<file path="src/rtl/cpu_seq_pkg.sv">
// Shared types for the CPU control sequencer: FSM states, instruction classes
// and the opcode values the class decoder recognises.
package cpu_seq_pkg;

  typedef enum logic [2:0] {
    S_RST, S_FETCH, S_DECODE, S_EXEC, S_MEM, S_WB, S_HALT
  } seq_state_e;

  typedef enum logic [2:0] {
    C_ALU, C_CMP, C_LD, C_ST, C_JMP, C_CALL, C_ILL
  } op_class_e;

  localparam logic [3:0] OP_MV   = 4'h0;
  localparam logic [3:0] OP_ADD  = 4'h1;
  localparam logic [3:0] OP_SUB  = 4'h2;
  localparam logic [3:0] OP_CMP  = 4'h3;
  localparam logic [3:0] OP_LD   = 4'h4;
  localparam logic [3:0] OP_ST   = 4'h5;
  localparam logic [3:0] OP_MVHI = 4'h6;
  localparam logic [3:0] OP_J    = 4'h8;
  localparam logic [3:0] OP_JZ   = 4'h9;
  localparam logic [3:0] OP_JN   = 4'hA;
  localparam logic [3:0] OP_CALL = 4'hC;

endpackage

</file>
<file path="src/rtl/cpu_sequencer_if.sv">
// Control bundle between the sequencer (master) and the datapath/memory side (slave).
interface cpu_sequencer_if;
  logic [4:0]  i_opcode;
  logic        i_mem_waitrequest;
  logic        i_halt_req;
  logic        i_step;
  logic        o_ir_load;
  logic        o_mdr_load;
  logic        o_pc_en;
  logic        o_reg_we;
  logic        o_nz_en;
  logic        o_mem_rd;
  logic        o_mem_wr;
  logic        o_mem_sel;
  logic        o_halted;
  logic        o_illegal;
  logic [15:0] o_retired;
  logic [15:0] o_stalls;

  modport master (
    input  i_opcode, i_mem_waitrequest, i_halt_req, i_step,
    output o_ir_load, o_mdr_load, o_pc_en, o_reg_we, o_nz_en,
           o_mem_rd, o_mem_wr, o_mem_sel, o_halted, o_illegal,
           o_retired, o_stalls
  );

  modport slave (
    output i_opcode, i_mem_waitrequest, i_halt_req, i_step,
    input  o_ir_load, o_mdr_load, o_pc_en, o_reg_we, o_nz_en,
           o_mem_rd, o_mem_wr, o_mem_sel, o_halted, o_illegal,
           o_retired, o_stalls
  );
endinterface

</file>
<file path="src/rtl/cpu_seq_class_decode.sv">
// Maps the low four opcode bits onto an instruction class; anything
// not listed decodes as illegal.
module cpu_seq_class_decode
  import cpu_seq_pkg::*;
(
  input  logic [3:0] opcode,
  output op_class_e  op_class
);

  always_comb begin
    op_class = C_ILL;
    case (opcode)
      OP_MV, OP_ADD, OP_SUB, OP_MVHI: op_class = C_ALU;
      OP_CMP:                         op_class = C_CMP;
      OP_LD:                          op_class = C_LD;
      OP_ST:                          op_class = C_ST;
      OP_J, OP_JZ, OP_JN:             op_class = C_JMP;
      OP_CALL:                        op_class = C_CALL;
      default:                        op_class = C_ILL;
    endcase
  end

endmodule

</file>
<file path="src/rtl/cpu_sequencer.sv">
// Multi-cycle control sequencer with memory stall and debug halt/step.
// CPU_SEQ_PERF_EN adds the retired-instruction and wait-state counters.
module cpu_sequencer
  import cpu_seq_pkg::*;
#(
  parameter bit RESET_HALT = 1'b0
) (
  input logic             clk,
  input logic             reset,
  cpu_sequencer_if.master bus
);

  seq_state_e state;
  logic       step_pend;
  op_class_e  cls;
  logic       is_addsub;
  logic       wait_req;
  logic       unused_op4;
  seq_state_e retire_state;

  logic ir_load, mdr_load, pc_en, reg_we, nz_en;
  logic mem_rd, mem_wr, mem_sel, halted, illegal;

  cpu_seq_class_decode u_dec (
    .opcode   (bus.i_opcode[3:0]),
    .op_class (cls)
  );

  assign unused_op4   = bus.i_opcode[4];
  assign wait_req     = bus.i_mem_waitrequest;
  assign is_addsub    = (bus.i_opcode[3:0] == OP_ADD) || (bus.i_opcode[3:0] == OP_SUB);
  // A pending single step forces a return to HALT even with halt_req dropped.
  assign retire_state = (bus.i_halt_req || step_pend) ? S_HALT : S_FETCH;

  always_comb begin
    ir_load  = 1'b0;
    mdr_load = 1'b0;
    pc_en    = 1'b0;
    reg_we   = 1'b0;
    nz_en    = 1'b0;
    mem_rd   = 1'b0;
    mem_wr   = 1'b0;
    mem_sel  = 1'b0;
    halted   = 1'b0;
    illegal  = 1'b0;
    case (state)
      S_FETCH: begin
        mem_rd  = 1'b1;
        ir_load = !wait_req;
      end
      S_EXEC: begin
        case (cls)
          C_ALU:  begin reg_we = 1'b1; nz_en = is_addsub; pc_en = 1'b1; end
          C_CMP:  begin nz_en = 1'b1; pc_en = 1'b1; end
          C_JMP:  pc_en = 1'b1;
          C_CALL: begin reg_we = 1'b1; pc_en = 1'b1; end
          C_ILL:  begin pc_en = 1'b1; illegal = 1'b1; end
          default: ;
        endcase
      end
      S_MEM: begin
        mem_sel  = 1'b1;
        mem_rd   = (cls == C_LD);
        mem_wr   = (cls == C_ST);
        mdr_load = (cls == C_LD) && !wait_req;
        pc_en    = (cls == C_ST) && !wait_req;
      end
      S_WB: begin
        reg_we = 1'b1;
        pc_en  = 1'b1;
      end
      S_HALT: halted = 1'b1;
      default: ;
    endcase
  end

  always_ff @(posedge clk or posedge reset) begin
    if (reset) begin
      state     <= S_RST;
      step_pend <= 1'b0;
    end else begin
      case (state)
        S_RST:    state <= RESET_HALT ? S_HALT : S_FETCH;
        S_FETCH:  if (!wait_req) state <= S_DECODE;
        S_DECODE: state <= S_EXEC;
        S_EXEC: begin
          if (cls == C_LD || cls == C_ST) begin
            state <= S_MEM;
          end else begin
            state     <= retire_state;
            step_pend <= 1'b0;
          end
        end
        S_MEM: begin
          if (!wait_req) begin
            if (cls == C_LD) begin
              state <= S_WB;
            end else begin
              state     <= retire_state;
              step_pend <= 1'b0;
            end
          end
        end
        S_WB: begin
          state     <= retire_state;
          step_pend <= 1'b0;
        end
        S_HALT: begin
          if (bus.i_step) begin
            step_pend <= 1'b1;
            state     <= S_FETCH;
          end else if (!bus.i_halt_req) begin
            state <= S_FETCH;
          end
        end
        default: state <= S_RST;
      endcase
    end
  end

  assign bus.o_ir_load  = ir_load;
  assign bus.o_mdr_load = mdr_load;
  assign bus.o_pc_en    = pc_en;
  assign bus.o_reg_we   = reg_we;
  assign bus.o_nz_en    = nz_en;
  assign bus.o_mem_rd   = mem_rd;
  assign bus.o_mem_wr   = mem_wr;
  assign bus.o_mem_sel  = mem_sel;
  assign bus.o_halted   = halted;
  assign bus.o_illegal  = illegal;

`ifdef CPU_SEQ_PERF_EN
  logic [15:0] retired_q;
  logic [15:0] stalls_q;

  always_ff @(posedge clk or posedge reset) begin
    if (reset) begin
      retired_q <= 16'd0;
      stalls_q  <= 16'd0;
    end else begin
      if (pc_en) retired_q <= retired_q + 16'd1;
      if ((state == S_FETCH || state == S_MEM) && wait_req) stalls_q <= stalls_q + 16'd1;
    end
  end

  assign bus.o_retired = retired_q;
  assign bus.o_stalls  = stalls_q;
`else
  assign bus.o_retired = 16'd0;
  assign bus.o_stalls  = 16'd0;
`endif

endmodule

</file>
<file path="src/flat_wrapper.sv">
// flat-port wrapper written by rule: the top's interface ports become plain ports
module cpu_sequencer_flat import cpu_seq_pkg::*;
#(
  parameter bit RESET_HALT = 1'b0
)
  (clk, reset, bus_i_opcode, bus_i_mem_waitrequest, bus_i_halt_req, bus_i_step, bus_o_ir_load, bus_o_mdr_load, bus_o_pc_en, bus_o_reg_we, bus_o_nz_en, bus_o_mem_rd, bus_o_mem_wr, bus_o_mem_sel, bus_o_halted, bus_o_illegal, bus_o_retired, bus_o_stalls);
  cpu_sequencer_if bus_i ();
  input logic clk;
  input logic reset;
  input wire logic [$bits(bus_i.i_opcode)-1:0] bus_i_opcode;
  input wire logic [$bits(bus_i.i_mem_waitrequest)-1:0] bus_i_mem_waitrequest;
  input wire logic [$bits(bus_i.i_halt_req)-1:0] bus_i_halt_req;
  input wire logic [$bits(bus_i.i_step)-1:0] bus_i_step;
  output wire logic [$bits(bus_i.o_ir_load)-1:0] bus_o_ir_load;
  output wire logic [$bits(bus_i.o_mdr_load)-1:0] bus_o_mdr_load;
  output wire logic [$bits(bus_i.o_pc_en)-1:0] bus_o_pc_en;
  output wire logic [$bits(bus_i.o_reg_we)-1:0] bus_o_reg_we;
  output wire logic [$bits(bus_i.o_nz_en)-1:0] bus_o_nz_en;
  output wire logic [$bits(bus_i.o_mem_rd)-1:0] bus_o_mem_rd;
  output wire logic [$bits(bus_i.o_mem_wr)-1:0] bus_o_mem_wr;
  output wire logic [$bits(bus_i.o_mem_sel)-1:0] bus_o_mem_sel;
  output wire logic [$bits(bus_i.o_halted)-1:0] bus_o_halted;
  output wire logic [$bits(bus_i.o_illegal)-1:0] bus_o_illegal;
  output wire logic [$bits(bus_i.o_retired)-1:0] bus_o_retired;
  output wire logic [$bits(bus_i.o_stalls)-1:0] bus_o_stalls;
  assign bus_i.i_opcode = bus_i_opcode;
  assign bus_i.i_mem_waitrequest = bus_i_mem_waitrequest;
  assign bus_i.i_halt_req = bus_i_halt_req;
  assign bus_i.i_step = bus_i_step;
  assign bus_o_ir_load = bus_i.o_ir_load;
  assign bus_o_mdr_load = bus_i.o_mdr_load;
  assign bus_o_pc_en = bus_i.o_pc_en;
  assign bus_o_reg_we = bus_i.o_reg_we;
  assign bus_o_nz_en = bus_i.o_nz_en;
  assign bus_o_mem_rd = bus_i.o_mem_rd;
  assign bus_o_mem_wr = bus_i.o_mem_wr;
  assign bus_o_mem_sel = bus_i.o_mem_sel;
  assign bus_o_halted = bus_i.o_halted;
  assign bus_o_illegal = bus_i.o_illegal;
  assign bus_o_retired = bus_i.o_retired;
  assign bus_o_stalls = bus_i.o_stalls;
  cpu_sequencer #(.RESET_HALT(RESET_HALT)) u_core (.clk(clk), .reset(reset), .bus(bus_i));
endmodule
</file>
<file path="config.mk">
export PLATFORM = sky130hd
export DESIGN_NAME = cpu_sequencer_flat
export DESIGN_NICKNAME = d
export VERILOG_FILES = /design/src/rtl/cpu_seq_pkg.sv /design/src/rtl/cpu_sequencer_if.sv /design/src/rtl/cpu_seq_class_decode.sv /design/src/rtl/cpu_sequencer.sv /design/src/flat_wrapper.sv
export SDC_FILE = /design/constraint.sdc
export NUM_CORES = 1
export LEC_CHECK = 0
export ABC_AREA = 0
export CELL_PAD_IN_SITES_DETAIL_PLACEMENT = 1
export CELL_PAD_IN_SITES_GLOBAL_PLACEMENT = 1
export CORE_MARGIN = 5
export CORE_UTILIZATION = 25
export DETAILED_ROUTE_END_ITERATION = 12
export PLACE_DENSITY = 0.94
export SYNTH_ARGS = -nofsm -noshare
export SYNTH_HDL_FRONTEND = slang
export SYNTH_SLANG_ARGS = --single-unit
</file>
<file path="constraint.sdc">
create_clock -name clk -period 3.3 [get_ports clk]
set_input_delay 0.33 -clock clk [delete_from_list [all_inputs] [get_ports clk]]
set_output_delay 0.33 -clock clk [all_outputs]
set_load 0.05 [all_outputs]
</file>
* Yosys cells after proc, flatten, opt, wreduce, memory -nomap -nowiden
Memory sizes are Yosys's and may differ from the RTL's. Cells that the tools add are included. W data, S select, Z words.
Storage, ports and cells: bits in registers 4, memories 1, output and inout bits 42, word-level logic and storage cells 63, memory bits (read-only) 48, input port bits 10
Memory list:
- (name not given) | depth 16, bits a word 3, read ports 1, clocked after Yosys merged registers in 0, wr ports 0, line cpu_seq_class_decode.sv:12 | case (opcode)
Operators by class: reductions and logical operators 13, equality and inequality tests 20, multiplexer cells 27
Operators with widths (count):
- $mux W3 | 7
- $pmux W3 S7 | 1
- $eq A3 B3 Y1 const B | 6
- $mux W1 | 14
- $eq A3 B2 Y1 const B | 4
- $ne A2 B2 Y1 const B | 5
- $eq A3 B1 Y1 const B | 2
- $logic_not A3 Y1 | 2
- $pmux W1 S2 | 3
- $reduce_and A5 Y1 | 1
- $reduce_or A5 Y1 | 1
- $eq A4 B1 Y1 const B | 1
- $eq A4 B2 Y1 const B | 1
- $pmux W1 S4 | 1
- $reduce_bool A4 Y1 | 1
- $logic_or A1 B1 Y1 | 3
- $ne A3 B3 Y1 const B | 1
- $pmux W1 S3 | 1
- $reduce_and A3 Y1 | 1
- $logic_and A1 B1 Y1 | 2
- $reduce_or A2 Y1 | 1
- $logic_not A1 Y1 | 1

* Longest topological paths before layout
Gate-level depths: netlist (run 1).
depth after elaboration 5, depth in mapped cells 6, depth with buffers taken out 5

* Cells and area by module
A second synthesis (run 1) with hierarchy kept.
Unflattened totals: cell total of the unflattened synthesis 116, area total of the unflattened synthesis 880.8 um2
Modules (own cells, without submodules):
- cpu_sequencer | seq. area each 100.1 um2, cells each 107, area an instance 812.0 um2, times used 1
- cpu_seq_class_decode | seq. area each 0.0 um2, cells each 9, area an instance 68.8 um2, times used 1

* Least setup slack after synthesis (run 1)
No wires, ideal clock.
path kind input-to-output, from input bus_i_opcode[3], to output bus_o_mdr_load, path slack 496 ps, cell stages on the path 3, required time 2970 ps, buffers on the path 1, arrival time 2474 ps, cells stage by stage buf_6 -> or4b_4 -> nor4_1
Between the ends: longest elaborated chain between the ends 4
RTL lines:
- start, declared | line flat_wrapper.sv:10 | input wire logic [$bits(bus_i.i_opcode)-1:0] bus_i_opcode;
- $mem_v2 Z16 W3
- $eq A3 B2 Y1 | line cpu_sequencer.sv:65 | mdr_load = (cls == C_LD) && !wait_req;
- $logic_and A1 B1 Y1 | line cpu_sequencer.sv:65
- $mux W1 | line cpu_sequencer.sv:46 | case (state)
- end, declared | line flat_wrapper.sv:15 | output wire logic [$bits(bus_i.o_mdr_load)-1:0] bus_o_mdr_load;
Every way passes these cells.

* Final worst setup path (run 1)
from input bus_i_opcode[2], to output bus_o_mdr_load
Same word-level chain as after synthesis.

==> reports/qor.log, run 1 <==
qor: run_status.outcome finished clean
qor: sta.period_share 88.15%
qor: sta.tns 0 ns
qor: synthesis.yosysWarnings 0
qor: cells_and_area.final.fill_count 401
qor: drt.m1WireLength 811 um
qor: clocking.tritoncts built
qor: clocking.bufs_on_longest_clock_path 2
qor: power_and_ir_drop.clkPwrFrac 8.8%
qor: cells_and_area.final_util 28.33%
qor: floorplanning.num_rows 20
qor: place.port_buffers 18
qor: power_and_ir_drop.power_report.internal_total 0.2782 mW
qor: power_and_ir_drop.power.combinational.fraction 70.1%
qor: synthesis.yosys.cell_types.count 35
qor: clocking.cts-htree-levels 1
qor: synthesis.synth.yosys.seq_area_share 13.07%
qor: floorplanning.fp.coreArea 3003 sq um
qor: power_and_ir_drop.power.leakage 0.3848 nW
qor: sta.worst_pin_slew 0.5633 ns
qor: sta.final_critical_path_required_period 2.909 ns
qor: worst_setup_path.kind_of_capture_point_of_the_worst_setup_path output pin
qor: power_and_ir_drop.power_density 821.8 nW/um^2
qor: worst_setup_path.critPathRequiredTime 2.97 ns
qor: worst_setup_path.regToRegSetupSlack 1.61 ns
qor: grt.grt_max_degree 20
qor: cells_and_area.n_antenna_cell 0
qor: power_and_ir_drop.peakVddDrop 0.2463 mV
qor: floorplanning.die_w 65.35 um
qor: cells_and_area.mostFrequentLayoutCell sky130_fd_sc_hd__conb_1
qor: clocking.post_cts.resized_instances 0
qor: drt.ratio_of_routed_vias_to_standard_cells 4.399
qor: drt.first_iter_violations 11
qor: cells_and_area.area_growth_syn_to_layout 11.11%
qor: sta.fmax 0.3438 GHz
qor: clocking.sink_count 4
qor: sta.unrepaired_setup_endpoints_after_global_routing false
qor: grt.vias_in_the_first_global_route 710
qor: drt.detailroute.wirelength.met2 934 um
qor: drt.route.detailed.wl_per_inst 11.97 um
qor: grt.grt_use_total 8.461%
qor: cells_and_area.finish.instance_area 850.8 sq um
qor: grt.antenna_found_initial 0
qor: synthesis.seq_cells_post_synth 4
qor: floorplanning.fp.dieArea 4270 sq um
qor: floorplanning.ports_placed_on_the_boundary 52
qor: drt.post-route-drc-count 0
qor: power_and_ir_drop.p_sw_share 60.21%
qor: power_and_ir_drop.pwr-share-seq 21.1%
qor: sta.layout_setup_ws 0.3912 ns
qor: grt.grt_first_pass_wirelength 2932 um
qor: worst_setup_path.critical_path.reg2reg.startpoint u_core.state[1]
qor: cells_and_area.layout_common_cells sky130_fd_sc_hd__conb_1, sky130_fd_sc_hd__clkdlybuf4s50_1, sky130_fd_sc_hd__nor2_1
qor: sta.drv_slew 0
qor: drt.dr.max_layer_used met4
qor: synthesis.mapped_area 765.7 sq um
qor: sta.hold_viol 0
qor: drt.antenna_left 0
qor: place.pre_cts_ws 0.3775 ns
qor: synthesis.synth.avg_cell_area 6.899 sq um
qor: floorplanning.die-height 65.35 um
qor: drt.routed_wl 1891 um
qor: floorplanning.initial_utilization 25.50%
qor: flow_run.drv.max_cap_violation_count 0
qor: drt.drtPass1Iterations 3
qor: worst_setup_path.worstRegToRegCells 5
qor: place.placed_cell_area 828.3 sq um
qor: sta.finalClockSkew 0.004113 ns
qor: worst_setup_path.reg2reg_to u_core.state[0]
qor: clocking.clk_transition_reported_paths 0.04 ns
qor: clocking.clk_root_buffer_cell sky130_fd_sc_hd__clkbuf_4
qor: drt.num_vias 695
qor: sta.report.final.setup_viol 0
qor: min_path.min_delay_worst_type input port to asynchronous set/reset pin
qor: synthesis.postSynthCellCount 111
qor: worst_setup_path.start_kind input port
qor: clocking.cts-hold-fix-buffers 0
qor: cells_and_area.post_route_cells_drive_above_1_share 8.000%
qor: power_and_ir_drop.p_sw 0.4210 mW
qor: clocking.clkLatencyLatePin 0.24 ns
qor: place.place_congestion 0.7892
qor: grt.globalRoute.totalOverflow 0
qor: worst_setup_path.worst_endpoint_data_arrival_time 2.58 ns
qor: place.dp.final_hpwl 1482 um
qor: clocking.post-cts-setup-buffer-count 0
qor: sta.timing.slew.headroom 62.45%
qor: worst_setup_path.critical_path.max_fanout 8
qor: worst_setup_path.critPathKind input port to output pin
qor: drt.routed-wl-met3 124 um
qor: clocking.num_cts_buffers 3
qor: cells_and_area.design.final.nets 137
[state kept, by name, indices dropped and copies added (netlist names)]
register / count
u_core.step_pend: 1
u_core.state: 3
[power by group through the flow]
stage	logic [mW]	registers, mW	clock network, mW
after floorplan	0.473	0.0845	0
after global placement	0.484	0.146	0
after detailed placement	0.491	0.148	0
after CTS	0.494	0.148	0.0644
after global routing	0.525	0.157	0.0680
final	0.490	0.147	0.0618
[critical path, cell delays in order]
cell and delay (ns):
sky130_fd_sc_hd__clkdlybuf4s50_1 0.61, sky130_fd_sc_hd__or4b_4 0.55, sky130_fd_sc_hd__nor4_1 0.23, sky130_fd_sc_hd__clkdlybuf4s50_1 0.86
[cell families (layout without fill, tap and decap cells)]
| family | count (synthesis) | in the layout | share of synthesized area (%) |
|---|---|---|---|
| AND/OR/NAND/NOR | 39 | 39 | 24.67 |
| flip-flops | 4 | 4 | 13.07 |
| multiplexers | 3 | 3 | 4.248 |
| buffers and inverters | 41 | 24 | 37.09 |
| other | 1 | 32 | 0.4897 |
| AO/OA/AOI/OAI | 23 | 23 | 20.43 |
[routing by layer]
metal  vias up  GRT usage [%]
li1        338              -
met5         -              0
met1       327          10.34
met4         0          3.886
met3         2          1.197
met2        28          14.54
[area by class of cell]
| class | instances | area (sq um) | area share, % |
|---|---|---|---|
| timing repair buffer | 18 | 177.7 | 20.88 |
| tap | 33 | 41.29 | 4.853 |
| clock buffer | 3 | 22.52 | 2.647 |
| multi-input combinational | 97 | 498.0 | 58.53 |
| inverter | 3 | 11.26 | 1.324 |
| sequential | 4 | 100.1 | 11.76 |
[worst max-delay path by stage]
stage / from / cells past startpoint / slack, ns / to
detailed placement: bus_i_opcode[1] / 4 / 0.38 / bus_o_mdr_load
finish: bus_i_opcode[2] / 4 / 0.39 / bus_o_mdr_load
global placement: bus_i_opcode[1] / 4 / 0.41 / bus_o_mdr_load
floorplan: bus_i_opcode[3] / 3 / 0.50 / bus_o_mdr_load
global route: bus_i_opcode[3] / 7 / 0.25 / bus_o_reg_we
CTS: bus_i_opcode[1] / 4 / 0.38 / bus_o_mdr_load
[per-stage QoR]
| stage | hold WS, ns | cells | power (mW) |
|---|---|---|---|
| global route | 0.2851 | 158 | 0.7505 |
| floorplan | 0.09608 | 142 | 0.5577 |
| global placement | 0.5366 | 155 | 0.6297 |
| finish | 0.2772 | 158 | 0.6992 |
| detailed placement | 0.5385 | 155 | 0.6391 |
| CTS | 0.2829 | 158 | 0.7057 |
[synthesized netlist by cell type]
master,n,area share (%)
sky130_fd_sc_hd__a21boi_0,1,0.98
sky130_fd_sc_hd__nand3_1,1,0.65
sky130_fd_sc_hd__o22ai_1,1,0.82
sky130_fd_sc_hd__nor2_1,13,6.4
sky130_fd_sc_hd__nand2_1,11,5.4
sky130_fd_sc_hd__buf_6,1,1.5
sky130_fd_sc_hd__a31oi_1,1,0.82
sky130_fd_sc_hd__mux2i_1,1,1.3
sky130_fd_sc_hd__or3b_1,1,1.1
sky130_fd_sc_hd__o21ai_0,4,2.6
sky130_fd_sc_hd__a21oi_1,5,3.3
sky130_fd_sc_hd__a21o_1,1,0.98
sky130_fd_sc_hd__nor3b_1,1,0.98
sky130_fd_sc_hd__o41ai_1,1,1.1
sky130_fd_sc_hd__inv_1,3,1.5
sky130_fd_sc_hd__mux2_2,2,2.9
sky130_fd_sc_hd__buf_4,32,31
sky130_fd_sc_hd__a22o_1,2,2.3
sky130_fd_sc_hd__o21ai_1,1,0.65
sky130_fd_sc_hd__o221ai_1,1,1.1
sky130_fd_sc_hd__or4b_4,1,1.8
sky130_fd_sc_hd__a21oi_2,1,1.1
sky130_fd_sc_hd__a211o_1,1,1.1
sky130_fd_sc_hd__and3_1,1,0.82
sky130_fd_sc_hd__buf_2,2,1.3
sky130_fd_sc_hd__conb_1,1,0.49
sky130_fd_sc_hd__nand2b_1,3,2.5
sky130_fd_sc_hd__dfrtp_1,4,13
sky130_fd_sc_hd__o21ai_2,1,1.1
sky130_fd_sc_hd__clkbuf_1,3,1.5
sky130_fd_sc_hd__o21ba_2,1,1.3
sky130_fd_sc_hd__o31ai_1,1,0.98
sky130_fd_sc_hd__nor2b_1,1,0.82
sky130_fd_sc_hd__nor3_1,4,2.6
sky130_fd_sc_hd__nor4_1,2,1.6
Power figures use the tool's default switching activity.
==> run 2: changes to the inputs <==
GPL_TIMING_DRIVEN = 0   (was default)
==> run 2 against run 1 <==
Against the previous run: worst hold slack better by 0.014 ns; setup slack worse by 0.061 ns; sequential share of layout area down 2.8 points; combinational power up 24%; largest cell class unchanged; highest routed layer unchanged.
==> reports/qor.log, run 2 (synthesis results as in run 1) <==
qor: floorplanning.die-height 65.35 um
qor: cells_and_area.multi_input_area 498.0 sq um
qor: drt.num_vias 819
qor: run_status.outcome finished clean
qor: grt.globalRoute.totalOverflow 0
qor: worst_setup_path.worstRegToRegCells 6
qor: drt.ratio_of_routed_vias_to_standard_cells 4.200
qor: clocking.cts-htree-levels 1
qor: clocking.post-cts-setup-buffer-count 0
qor: sta.unrepaired_setup_endpoints_after_global_routing false
qor: grt.grt_first_pass_wirelength 3498 um
qor: place.port_buffers 17
qor: clocking.num_cts_buffers 3
qor: cells_and_area.design.final.nets 174
qor: worst_setup_path.start_kind input port
qor: sta.hold_viol 0
qor: clocking.bufs_on_longest_clock_path 2
qor: worst_setup_path.reg2reg_to u_core.state[0]
qor: power_and_ir_drop.p_sw_share 57.56%
qor: worst_setup_path.critPathRequiredTime 2.97 ns
qor: cells_and_area.layout_top_registers u_core.state (3), u_core.step_pend (1)
qor: sta.drv_slew 0
qor: floorplanning.initial_utilization 25.50%
qor: sta.final_critical_path_required_period 2.970 ns
qor: worst_setup_path.critical_path.max_fanout 8
qor: worst_setup_path.regToRegSetupSlack 1.69 ns
qor: worst_setup_path.crit_path_start bus_i_opcode[1]
qor: power_and_ir_drop.total_power 0.7588 mW
qor: sta.timing.slew.headroom 64.57%
qor: sta.worst_pin_slew 0.5298 ns
qor: place.place_congestion 0.8748
qor: sta.finalClockSkew 0.002970 ns
qor: clocking.tritoncts built
qor: grt.antenna_found_initial 0
qor: place.dp.final_hpwl 1843 um
qor: drt.drtPass1Iterations 4
qor: clocking.clk_root_buffer_cell sky130_fd_sc_hd__clkbuf_4
qor: power_and_ir_drop.power.combinational.fraction 80.3%
qor: power_and_ir_drop.power.leakage 0.5719 nW
qor: power_and_ir_drop.peakVddDrop 0.2397 mV
qor: sta.hold_slack 0.2910 ns
qor: sta.fmax 0.3367 GHz
qor: floorplanning.ports_placed_on_the_boundary 52
qor: grt.vias_in_the_first_global_route 803
qor: clocking.post_cts.resized_instances 0
qor: power_and_ir_drop.power_density 679.9 nW/um^2
qor: power_and_ir_drop.clkPwrFrac 7.8%
qor: cells_and_area.largest_register_ffs 3
qor: drt.route.detailed.wl_per_inst 11.38 um
qor: worst_setup_path.kind_of_capture_point_of_the_worst_setup_path output pin
qor: cells_and_area.n_antenna_cell 0
qor: worst_setup_path.critical_path.reg2reg.startpoint u_core.state[1]
qor: cells_and_area.regArea 100.1 sq um
qor: drt.first_iter_violations 8
qor: power_and_ir_drop.power_report.internal_total 0.3220 mW
qor: sta.tns 0 ns
qor: cells_and_area.registers.top_by_ff_count u_core.state
qor: clocking.clkLatencyLatePin 0.23 ns
qor: cells_and_area.final.fill_count 408
qor: min_path.min_delay_worst_type input port to asynchronous set/reset pin
qor: worst_setup_path.worst_endpoint_data_arrival_time 2.64 ns
qor: drt.antenna_left 0
qor: worst_setup_path.crit_end bus_o_mem_rd
qor: place.placed_cells 192
qor: cells_and_area.layout_common_cells sky130_fd_sc_hd__buf_4, sky130_fd_sc_hd__conb_1, sky130_fd_sc_hd__clkdlybuf4s50_1
qor: floorplanning.fp.coreArea 3003 sq um
qor: cells_and_area.area_growth_syn_to_layout 45.75%
qor: clocking.sink_count 4
qor: clocking.clk_transition_reported_paths 0.04 ns
qor: floorplanning.die_w 65.35 um
qor: cells_and_area.finalNonFillerCells 195
qor: floorplanning.num_rows 20
qor: cells_and_area.post_route_cells_drive_above_1_share 27.16%
qor: grt.grt_max_degree 11
qor: floorplanning.fp.dieArea 4270 sq um
qor: power_and_ir_drop.p_sw 0.4367 mW
qor: sta.report.final.setup_viol 0
qor: worst_setup_path.critPathKind input port to output pin
qor: grt.grt_use_total 10.20%
qor: drt.routed_wl 2220 um
qor: power_and_ir_drop.pwr-share-seq 11.9%
qor: clocking.cts-hold-fix-buffers 0
qor: drt.post-route-drc-count 0
qor: sta.period_share 90.01%
qor: flow_run.drv.max_cap_violation_count 0
==> run 2: cell types whose count changed in the layout (fill, tap and decap cells not counted) <==
cell	previous run	this run
sky130_fd_sc_hd__buf_4	1	32
sky130_fd_sc_hd__clkbuf_1	0	3
sky130_fd_sc_hd__buf_2	0	2
sky130_fd_sc_hd__buf_6	0	1
==> run 2: critical path: stages <==
cell and delay [ns]:
sky130_fd_sc_hd__clkdlybuf4s50_1 0.54, sky130_fd_sc_hd__or4b_4 0.62, sky130_fd_sc_hd__nor2_1 0.15, sky130_fd_sc_hd__mux2i_1 0.09, sky130_fd_sc_hd__nor2_1 0.10, sky130_fd_sc_hd__clkdlybuf4s50_1 0.81
==> run 2: per-stage QoR <==
stage	utilization [%]	area [sq um]	worst slack (ns)
finish	37.17	1116	0.3298
global route	37.17	1116	0.2307
CTS	37.17	1116	0.3214
detailed placement	36.42	1094	0.3240
global placement	36.42	1094	0.3518
floorplan	-	882.1	0.4963
==> run 2: area by class of cell <==
class	instances	share of cell area (%)
flip-flops and latches	4	8.969
inverters	3	1.009
multi-input cells	97	44.62
clock buffers	3	2.018
plain buffers	38	24.44
repair buffers	17	15.25
well taps	33	3.700
==> run 2: worst min path at each step <==
stage               startpoint          endpoint  slack, ns  cells past startpoint
floorplan                reset   u_core.state[0]        0.1                      1
global placement         reset  u_core.step_pend       0.54                      2
global route             reset   u_core.state[0]       0.30                      2
CTS                      reset   u_core.state[0]       0.29                      2
detailed placement       reset   u_core.state[0]       0.54                      2
finish                   reset   u_core.state[0]       0.29                      2
==> run 2: power by group through the flow <==
stage               sequential [mW]  clock (mW)  combinational, mW
finish                       0.0901      0.0596              0.609
global route                 0.0933      0.0688              0.658
global placement             0.0882           0              0.597
CTS                          0.0899      0.0642              0.612
floorplan                    0.0845           0              0.473
detailed placement           0.0907           0              0.610
==> run 2: layer usage <==
layer	routed length (um)	track usage [%]
met5	0	0
met4	19	1.554
met3	154	3.590
met2	1149	17.45
met1	897	12.49
==> run 3: changes to the inputs <==
CTS_BUF_LIST = sky130_fd_sc_hd__clkbuf_8 sky130_fd_sc_hd__clkbuf_16   (was default)
==> run 3 against run 2 <==
Against the previous run: sequential power about the same; clock skew about the same; worst hold slack gained 0.020 ns; combinational power about the same; design area is 1.7% higher; register-to-register slack hardly changed; utilization up 0.62 points; total power increased by 5.4%; routed wire length fell by 0.14%; non-clock buffer count stayed put; sequential share of layout area down 0.15 points; largest cell class unchanged.
==> reports/qor.log, run 3 (synthesis results as in run 1) <==
qor: cells_and_area.area_growth_syn_to_layout 48.20%
qor: power_and_ir_drop.pwr-share-seq 11.3%
qor: sta.report.final.setup_viol 0
qor: sta.final_critical_path_required_period 2.969 ns
qor: worst_setup_path.regToRegSetupSlack 1.69 ns
qor: grt.grt_first_pass_wirelength 3512 um
qor: clocking.clk_root_buffer_cell sky130_fd_sc_hd__clkbuf_8
qor: worst_setup_path.start_kind input port
qor: cells_and_area.design.final.nets 174
qor: drt.post-route-drc-count 0
qor: clocking.cts-hold-fix-buffers 0
qor: cells_and_area.layout_top_registers u_core.state (3), u_core.step_pend (1)
qor: worst_setup_path.critPathSlowestCell sky130_fd_sc_hd__clkdlybuf4s50_1
qor: worst_setup_path.timing.critical_path.slowest_cell_delay 0.81 ns
qor: clocking.sink_count 4
qor: floorplanning.fp.coreArea 3003 sq um
qor: sta.finalClockSkew 0.002649 ns
qor: sta.unrepaired_setup_endpoints_after_global_routing false
qor: worst_setup_path.critical_path.reg2reg.startpoint u_core.state[1]
qor: sta.tns 0 ns
qor: worst_setup_path.worst_endpoint_data_arrival_time 2.64 ns
qor: min_path.min_delay_worst_type input port to asynchronous set/reset pin
qor: worst_setup_path.cp_num_cells 6
qor: worst_setup_path.reg2reg_to u_core.state[0]
qor: cells_and_area.n_antenna_cell 0
qor: floorplanning.fp.dieArea 4270 sq um
qor: power_and_ir_drop.peakVddDrop 0.2457 mV
qor: cells_and_area.post_route_cells_drive_above_1_share 27.16%
qor: grt.vias_in_the_first_global_route 800
qor: power_and_ir_drop.p_sw 0.4404 mW
qor: worst_setup_path.critPathKind input port to output pin
qor: grt.grt_max_degree 11
qor: power_and_ir_drop.power_report.internal_total 0.3590 mW
qor: power_and_ir_drop.power_density 704.4 nW/um^2
qor: sta.fmax 0.3368 GHz
qor: worst_setup_path.worstRegToRegCells 6
qor: clocking.clk_transition_reported_paths 0.03 ns
qor: floorplanning.ports_placed_on_the_boundary 52
qor: drt.ratio_of_routed_vias_to_standard_cells 4.210
qor: run_status.outcome finished clean
qor: clocking.bufs_on_longest_clock_path 2
qor: drt.antenna_left 0
qor: cells_and_area.final_util 37.79%
qor: power_and_ir_drop.p_sw_share 55.09%
qor: cells_and_area.layout_common_cells sky130_fd_sc_hd__buf_4, sky130_fd_sc_hd__conb_1, sky130_fd_sc_hd__clkdlybuf4s50_1
qor: drt.first_iter_violations 8
qor: sta.period_share 89.97%
qor: grt.grt_use_total 10.31%
qor: drt.route.detailed.wl_per_inst 11.37 um
qor: worst_setup_path.critPathRequiredTime 2.97 ns
qor: clocking.clkLatencyLatePin 0.21 ns
qor: drt.routed_wl 2217 um
qor: grt.antenna_found_initial 0
qor: power_and_ir_drop.power.combinational.fraction 76.2%
qor: sta.hold_viol 0
qor: power_and_ir_drop.total_power 0.7994 mW
qor: grt.globalRoute.totalOverflow 0
qor: worst_setup_path.worstPathCellList clkdlybuf4s50_1 > or4b_4 > nor2_1 > mux2i_1 > nor2_1 > clkdlybuf4s50_1
qor: clocking.cts-htree-levels 1
qor: sta.timing.slew.headroom 64.57%
qor: worst_setup_path.cp.buffers_inverters 2
qor: worst_setup_path.critical_path.max_fanout 8
qor: clocking.num_cts_buffers 3
qor: sta.worst_pin_slew 0.5298 ns
qor: clocking.post_cts.resized_instances 0
qor: power_and_ir_drop.power.leakage 0.5797 nW
qor: worst_setup_path.worst_path_dominant_cell_family buffers and inverters
qor: floorplanning.die-height 65.35 um
qor: sta.drv_slew 0
qor: drt.num_vias 821
qor: worst_setup_path.crit_path_start bus_i_opcode[2]
qor: place.dp.final_hpwl 1843 um
qor: flow_run.drv.max_cap_violation_count 0
qor: place.place_congestion 0.8748
qor: power_and_ir_drop.clkPwrFrac 12.6%
qor: worst_setup_path.crit_end bus_o_mem_rd
qor: floorplanning.initial_utilization 25.50%
qor: place.port_buffers 17
qor: cells_and_area.largest_register_ffs 3
qor: worst_setup_path.kind_of_capture_point_of_the_worst_setup_path output pin
qor: floorplanning.die_w 65.35 um
qor: clocking.tritoncts built
qor: cells_and_area.registers.top_by_ff_count u_core.state
qor: clocking.post-cts-setup-buffer-count 0
qor: drt.drtPass1Iterations 4
qor: floorplanning.num_rows 20
qor: cells_and_area.final.fill_count 406
## run 3: how the worst min path moves through the flow
stage	start	end	slack [ns]	cells after the start
2_1_floorplan	reset	u_core.state[0]	0.1	1
3_3_place_gp	reset	u_core.step_pend	0.54	2
3_5_place_dp	reset	u_core.state[0]	0.54	2
4_1_cts	reset	u_core.state[0]	0.31	2
5_1_grt	reset	u_core.state[0]	0.33	2
6_report	reset	u_core.state[0]	0.31	2
## run 3: stage by stage
| stage | cell area (sq um) | setup WS, ns | std cells | hold WS, ns |
|---|---|---|---|---|
| CTS | 1135 | 0.3214 | 195 | 0.3136 |
| global route | 1135 | 0.2307 | 195 | 0.3264 |
| finish | 1135 | 0.3311 | 195 | 0.3105 |
| global placement | 1094 | 0.3518 | 192 | 0.5444 |
| floorplan | 882.1 | 0.4963 | 142 | 0.09608 |
| detailed placement | 1094 | 0.3240 | 192 | 0.5436 |
## run 3: worst reg2reg max path: stages, from the launching register on
cell and delay (ns):
sky130_fd_sc_hd__dfrtp_1 0.39, sky130_fd_sc_hd__nand2b_1 0.12, sky130_fd_sc_hd__clkbuf_1 0.35, sky130_fd_sc_hd__nor3_1 0.08, sky130_fd_sc_hd__a211o_1 0.30, sky130_fd_sc_hd__a21oi_1 0.17
sky130_fd_sc_hd__o21ai_2 0.08
## run 3: cell type report
cell class | count | area [sq um] | area share [%]
Multi-Input combinational cell | 97 | 498.0 | 43.88
Buffer | 38 | 272.8 | 24.04
Timing Repair Buffer | 17 | 170.2 | 14.99
Sequential cell | 4 | 100.1 | 8.820
Clock buffer | 3 | 41.29 | 3.638
Tap cell | 33 | 41.29 | 3.638
Inverter | 3 | 11.26 | 0.9923
## run 3: metal layers
layer | global-route usage [%] | vias up | wire length [um]
met2 | 17.45 | 30 | 1153
met4 | 2.332 | 0 | 19
li1 | - | 414 | -
met1 | 12.49 | 375 | 885
met5 | 0 | - | 0
met3 | 3.590 | 2 | 159
## run 3: power by group through the flow
stage / logic [mW] / registers (mW) / clock network [mW]
after floorplan: 0.473 / 0.0845 / 0
after global placement: 0.597 / 0.0882 / 0
after detailed placement: 0.610 / 0.0907 / 0
after CTS: 0.612 / 0.0899 / 0.105
after global routing: 0.658 / 0.0934 / 0.111
final: 0.609 / 0.0901 / 0.100
==> patch 1, RTL diff (flow settings as in run 1) <==
`RESET_HALT` is set to 1'b0 in 2 places; all go to 1'b1.
--- a/src/rtl/cpu_sequencer.sv
+++ b/src/rtl/cpu_sequencer.sv
@@ -3,7 +3,7 @@
 module cpu_sequencer
   import cpu_seq_pkg::*;
 #(
-  parameter bit RESET_HALT = 1'b0
+  parameter bit RESET_HALT = 1'b1
 ) (
   input logic             clk,
   input logic             reset,
--- a/src/flat_wrapper.sv
+++ b/src/flat_wrapper.sv
@@ -1,7 +1,7 @@
 // flat-port wrapper written by rule: the top's interface ports become plain ports
 module cpu_sequencer_flat import cpu_seq_pkg::*;
 #(
-  parameter bit RESET_HALT = 1'b0
+  parameter bit RESET_HALT = 1'b1
 )
   (clk, reset, bus_i_opcode, bus_i_mem_waitrequest, bus_i_halt_req, bus_i_step, bus_o_ir_load, bus_o_mdr_load, bus_o_pc_en, bus_o_reg_we, bus_o_nz_en, bus_o_mem_rd, bus_o_mem_wr, bus_o_mem_sel, bus_o_halted, bus_o_illegal, bus_o_retired, bus_o_stalls);
   cpu_sequencer_if bus_i ();
Check against the original RTL: not equivalent (a bounded check fails within 4 cycles, from zero or initial values and one cycle with reset high).
==> patch 1 against run 1 <==
  * Sequential power grew 7%
  * Wire length increased by 9.3%
  * Synthesized area increased by 2.0%
  * Count of clock-buffer cells in the layout stayed put
  * Final cell count rose by 7.0%
  * Sequential cell count is the same
  * Die area up 1.7%
  * Critical path depth is the same
  * Clock skew rose by 9.0 ps
  * Design area is 5.4% higher
  * Setup slack better by 170 ps
  * Power rose by 8.6%
==> patch 1: results (changes against run 1) <==
* #MultiIn Comb at 94 (-3.1%)
* DR vias/cell at 4.34 (-1.3%)
* CP max-delay cell: clkdlybuf4s50_1
* GP Congestion at 0.763 (-3.3%)
* Mux share of post-synthesis cell area at 0% (-4.2 points)
* Max rail drop VDD at 0.000198 V (-19%)
* Gate power share at 70.5% (+0.4 points)
* Avg Inst Size Synth at 7.30 µm² (+5.8%)
* Metal3 WL at 127 µm (+2.4%)
* Maximum number of pins on one net before global-route repair at 17 (-15%)
* Worst Path Max Fanout at 6 (-2)
* CORE AREA at 3030 µm² (+0.83%)
* Met2 usage at 16.1% (+1.6 points)
* Max incr delay on CP at 800 ps (-60 ps)
* FFs w/ async S/R, synth at 100% (unchanged)
* Commonest cells post-synth: buf_4, o21ai_0, a21oi_1, nand2_1, nor2_1
* ClkCell Share at 2.51% (-0.14 points)
* Fill cells at 399 (-0.50%)
* Area growth, synth to finish at 14.9%
* Buffers outside the clock class at 19 (+1)
* Seq cells at 4 (unchanged)
* Pre-CTS setup slack at 543 ps (+166 ps)
* Met1 usage at 10.8% (+0.45 points)
* Non-clk buf share at 20.6% (-0.24 points)
* NumNets Final at 137 (unchanged)
* Synth Area in Compound Gates at 27.1% (+6.7 points)
* Non-clk invs at 5 (+2)
* Status: complete, no violations
* Power per standard cell area at 846 nW/µm² (+3.0%)
* Initial drt markers at 30 (+19)
* Clock group total power at 67.0 µW (+8.4%)
* Netlist cell types at 34 (-2.9%)
* Vias after detailed routing at 734 (+5.6%)
* Seq/Total Area, Yosys at 12.8% (-0.25 points)
* Number of global-route vias before repair at 754 (+6.2%)
* Top post-synthesis cells by area: buf_4, dfrtp_1, o21ai_0
* Slew HR at 66.2% (+3.7 points)
* Drt wl/cell at 12.2 µm (+2.1%)
* Post-Place Cells at 166 (+7.1%)
* Fraction of area in multi-input gates at 57.5% (-1.1 points)
* Initial antenna violation count at 0 (unchanged)
* Met3 usage at 1.19% (-0.0061 points)
* Biggest regs: u_core.state: 3 flops, u_core.step_pend: 1 flops
* First-pass GRT wire length at 3.21 mm (+9.4%)
* GRT Resource Usage Total at 9.66% (+1.2 points)
* 1st-pass router iterations at 4 (+1)
* Sw Share at 60.4% (+0.23 points)
* Instance area at placement at 875 µm² (+5.6%)
* Post-DP HPWL at 1.61 mm (+8.7%)
* Leak pwr at 0.401 nW (+4.2%)
* DRT met1 WL at 863 µm (+6.4%)
* Min-delay worst type: input port to async pin
* Critical path arrival at 2410 ps (-170 ps)
* Layout cells sized above 1 at 9.60% (+1.6 points)
## patch 1: changes by cell type in the layout (fill, tap and decap cells not counted), moves of 2 or more
cell | before | now
nand2_1 | 11 | 6
nand2b_1 | 3 | 1
o21a_1 | 0 | 2
mux2_2 | 2 | 0
o21ai_0 | 4 | 10
nor2_1 | 13 | 6
a22o_1 | 2 | 0
inv_1 | 3 | 5
a31o_2 | 0 | 2
## patch 1: critical path, delay by kind of cell
family / cells / cell delay, ps
buf+inv: 2 / 1350
simple gates: 2 / 730
## patch 1: path summary, 6_finish.rpt
path                                  startpoint                to  slack [ps]  cells past startpoint
worst max-delay path             bus_i_opcode[1]    bus_o_mdr_load         560                      4
worst min-delay path                       reset   u_core.state[1]         270                      2
worst max register to register   u_core.state[1]   u_core.state[0]        1710                      4
max in group asynchronous                  reset   u_core.state[2]        2860                      2
worst min register to register  u_core.step_pend  u_core.step_pend         650                      1
min in group clk                u_core.step_pend  u_core.step_pend         650                      1
==> patch 2, RTL diff (flow settings as in run 1) <==
Without the edit above. Re-encode `seq_state_e` (7 states) as one-hot, 7 bits wide.
--- a/src/rtl/cpu_seq_pkg.sv
+++ b/src/rtl/cpu_seq_pkg.sv
@@ -2,8 +2,8 @@
 // and the opcode values the class decoder recognises.
 package cpu_seq_pkg;
 
-  typedef enum logic [2:0] {
-    S_RST, S_FETCH, S_DECODE, S_EXEC, S_MEM, S_WB, S_HALT
+  typedef enum logic [6:0] {
+    S_RST = 7'b0000001, S_FETCH = 7'b0000010, S_DECODE = 7'b0000100, S_EXEC = 7'b0001000, S_MEM = 7'b0010000, S_WB = 7'b0100000, S_HALT = 7'b1000000
   } seq_state_e;
 
   typedef enum logic [2:0] {
Check against the original RTL: same outputs for any inputs over 10 cycles, from zero or initial values and one cycle with reset high; not proved beyond that.
==> patch 2 against run 1 <==
  * Design area up 28%
  * Power shrank 14%
  * Hold slack improved by 75 ps
  * Setup slack got worse by 60 ps
  * Synthesized area is 24% higher
  * Via count is 15% higher
  * Sequential cell count up 4
  * Register-to-register slack better by 80 ps
  * Wire length grew 30%
  * Global-route usage grew 1.2 points
  * Critical endpoint unchanged
  * Largest power group unchanged
==> patch 2: results (changes against run 1) <==
* Max incr delay on CP at 840 ps (-20 ps)
* Root Driver: clkbuf_8
* Met3 usage at 2.52% (+1.3 points)
* Commonest cells post-synth: buf_4, nor2_1, nand2_1
* Worst clock skew at 1.29 ps (-2.83 ps)
* Pint at 303 µW (+8.8%)
* R2R cell count at 4 (-1)
* Biggest regs: u_core.state: 7 flops, u_core.step_pend: 1 flops
* Flop-to-flop setup slack at 1690 ps (+80 ps)
* Top post-synthesis cells by area: buf_4, dfrtp_1, nor2_1
* Hold Worst Slack at 352 ps (+75.0 ps)
* Seq/Total Area, Yosys at 21.2% (+8.1 points)
* Max rail drop VDD at 0.000247 V (+0.13%)
* Instance area at placement at 1040 µm² (+26%)
* Met2 usage at 16.8% (+2.3 points)
* Metal3 WL at 140 µm (+13%)
* Met1 usage at 11.1% (+0.79 points)
* First-pass GRT wire length at 3.99 mm (+36%)
* Status: complete, no violations
* DR WL met2 at 1.26 mm (+35%)
* Drt wl/cell at 13.4 µm (+12%)
* GRT Resource Usage Total at 9.64% (+1.2 points)
* Layout cells sized above 1 at 8.15% (+0.15 points)
* Worst R2R End: u_core.state[5]
* Number of global-route vias before repair at 860 (+21%)
* Ys Warns at 0 (unchanged)
* 1st-pass router iterations at 4 (+1)
* Vias after detailed routing at 797 (+15%)
* Maximum number of pins on one net before global-route repair at 12 (-40%)
* Fill cells at 472 (+18%)
* Pre-CTS setup slack at 433 ps (+56.0 ps)
* Worst Path Max Fanout at 9 (+1)
* DRT met1 WL at 1.01 mm (+24%)
* NumNets Final at 146 (+6.6%)
* Netlist cell types at 43 (+23%)
* Initial drt markers at 49 (+38)
==> patch 2: cell types whose count changed after synthesis, moves of 3 or more <==
cell / before / now
nor2_1: 13 / 9
clkbuf_1: 3 / 0
dfrtp_1: 4 / 7
nand2_1: 11 / 8
o211ai_1: 0 / 3
xor2_1: 0 / 3
==> patch 2: final cells by class <==
cell class	count	area, µm²	area share (%)
inverter	3	11.3	1.04
timing repair buffer	19	188	17.3
sequential	8	201	18.5
clock buffer	4	45.0	4.14
tap	48	60.1	5.52
multi-input combinational	101	582	53.5
==> patch 2: kinds of logic after synthesis <==
group           Yosys count  share of synthesized area, %
compound gates           21                          15.1
flops                     8                          21.2
simple gates             45                          30.6
other cells               1                         0.394
buf+inv                  40                          30.0
xor+xnor                  3                          2.76
==> patch 2: worst max-delay path by stage <==
stage                         start              to  slack, ps  cells after the start
floorplan           u_core.state[2]  bus_o_mdr_load        570                      4
detailed placement  bus_i_opcode[3]     bus_o_pc_en        430                      6
global route        u_core.state[1]  bus_o_mdr_load        180                      5
global placement    bus_i_opcode[3]     bus_o_pc_en        470                      6
finish              u_core.state[1]  bus_o_mdr_load        330                      5
CTS                 u_core.state[1]  bus_o_mdr_load        310                      5
==> patch 2: through the flow <==
step                      std cells  total power [mW]  utilization (%)
after floorplan                 149             0.442                -
after CTS                       183             0.601             29.5
after detailed placement        179             0.464             28.3
final                           183             0.599             29.5
after global placement          179             0.456             28.3
after global routing            183             0.636             29.5
==> patch 2: power by group through the flow <==
stage | Clock [mW] | Sequential (mW) | Combinational (mW)
global placement | 0 | 0.170 | 0.286
global route | 0.142 | 0.176 | 0.318
finish | 0.132 | 0.171 | 0.297
detailed placement | 0 | 0.171 | 0.293
CTS | 0.134 | 0.171 | 0.297
floorplan | 0 | 0.133 | 0.310
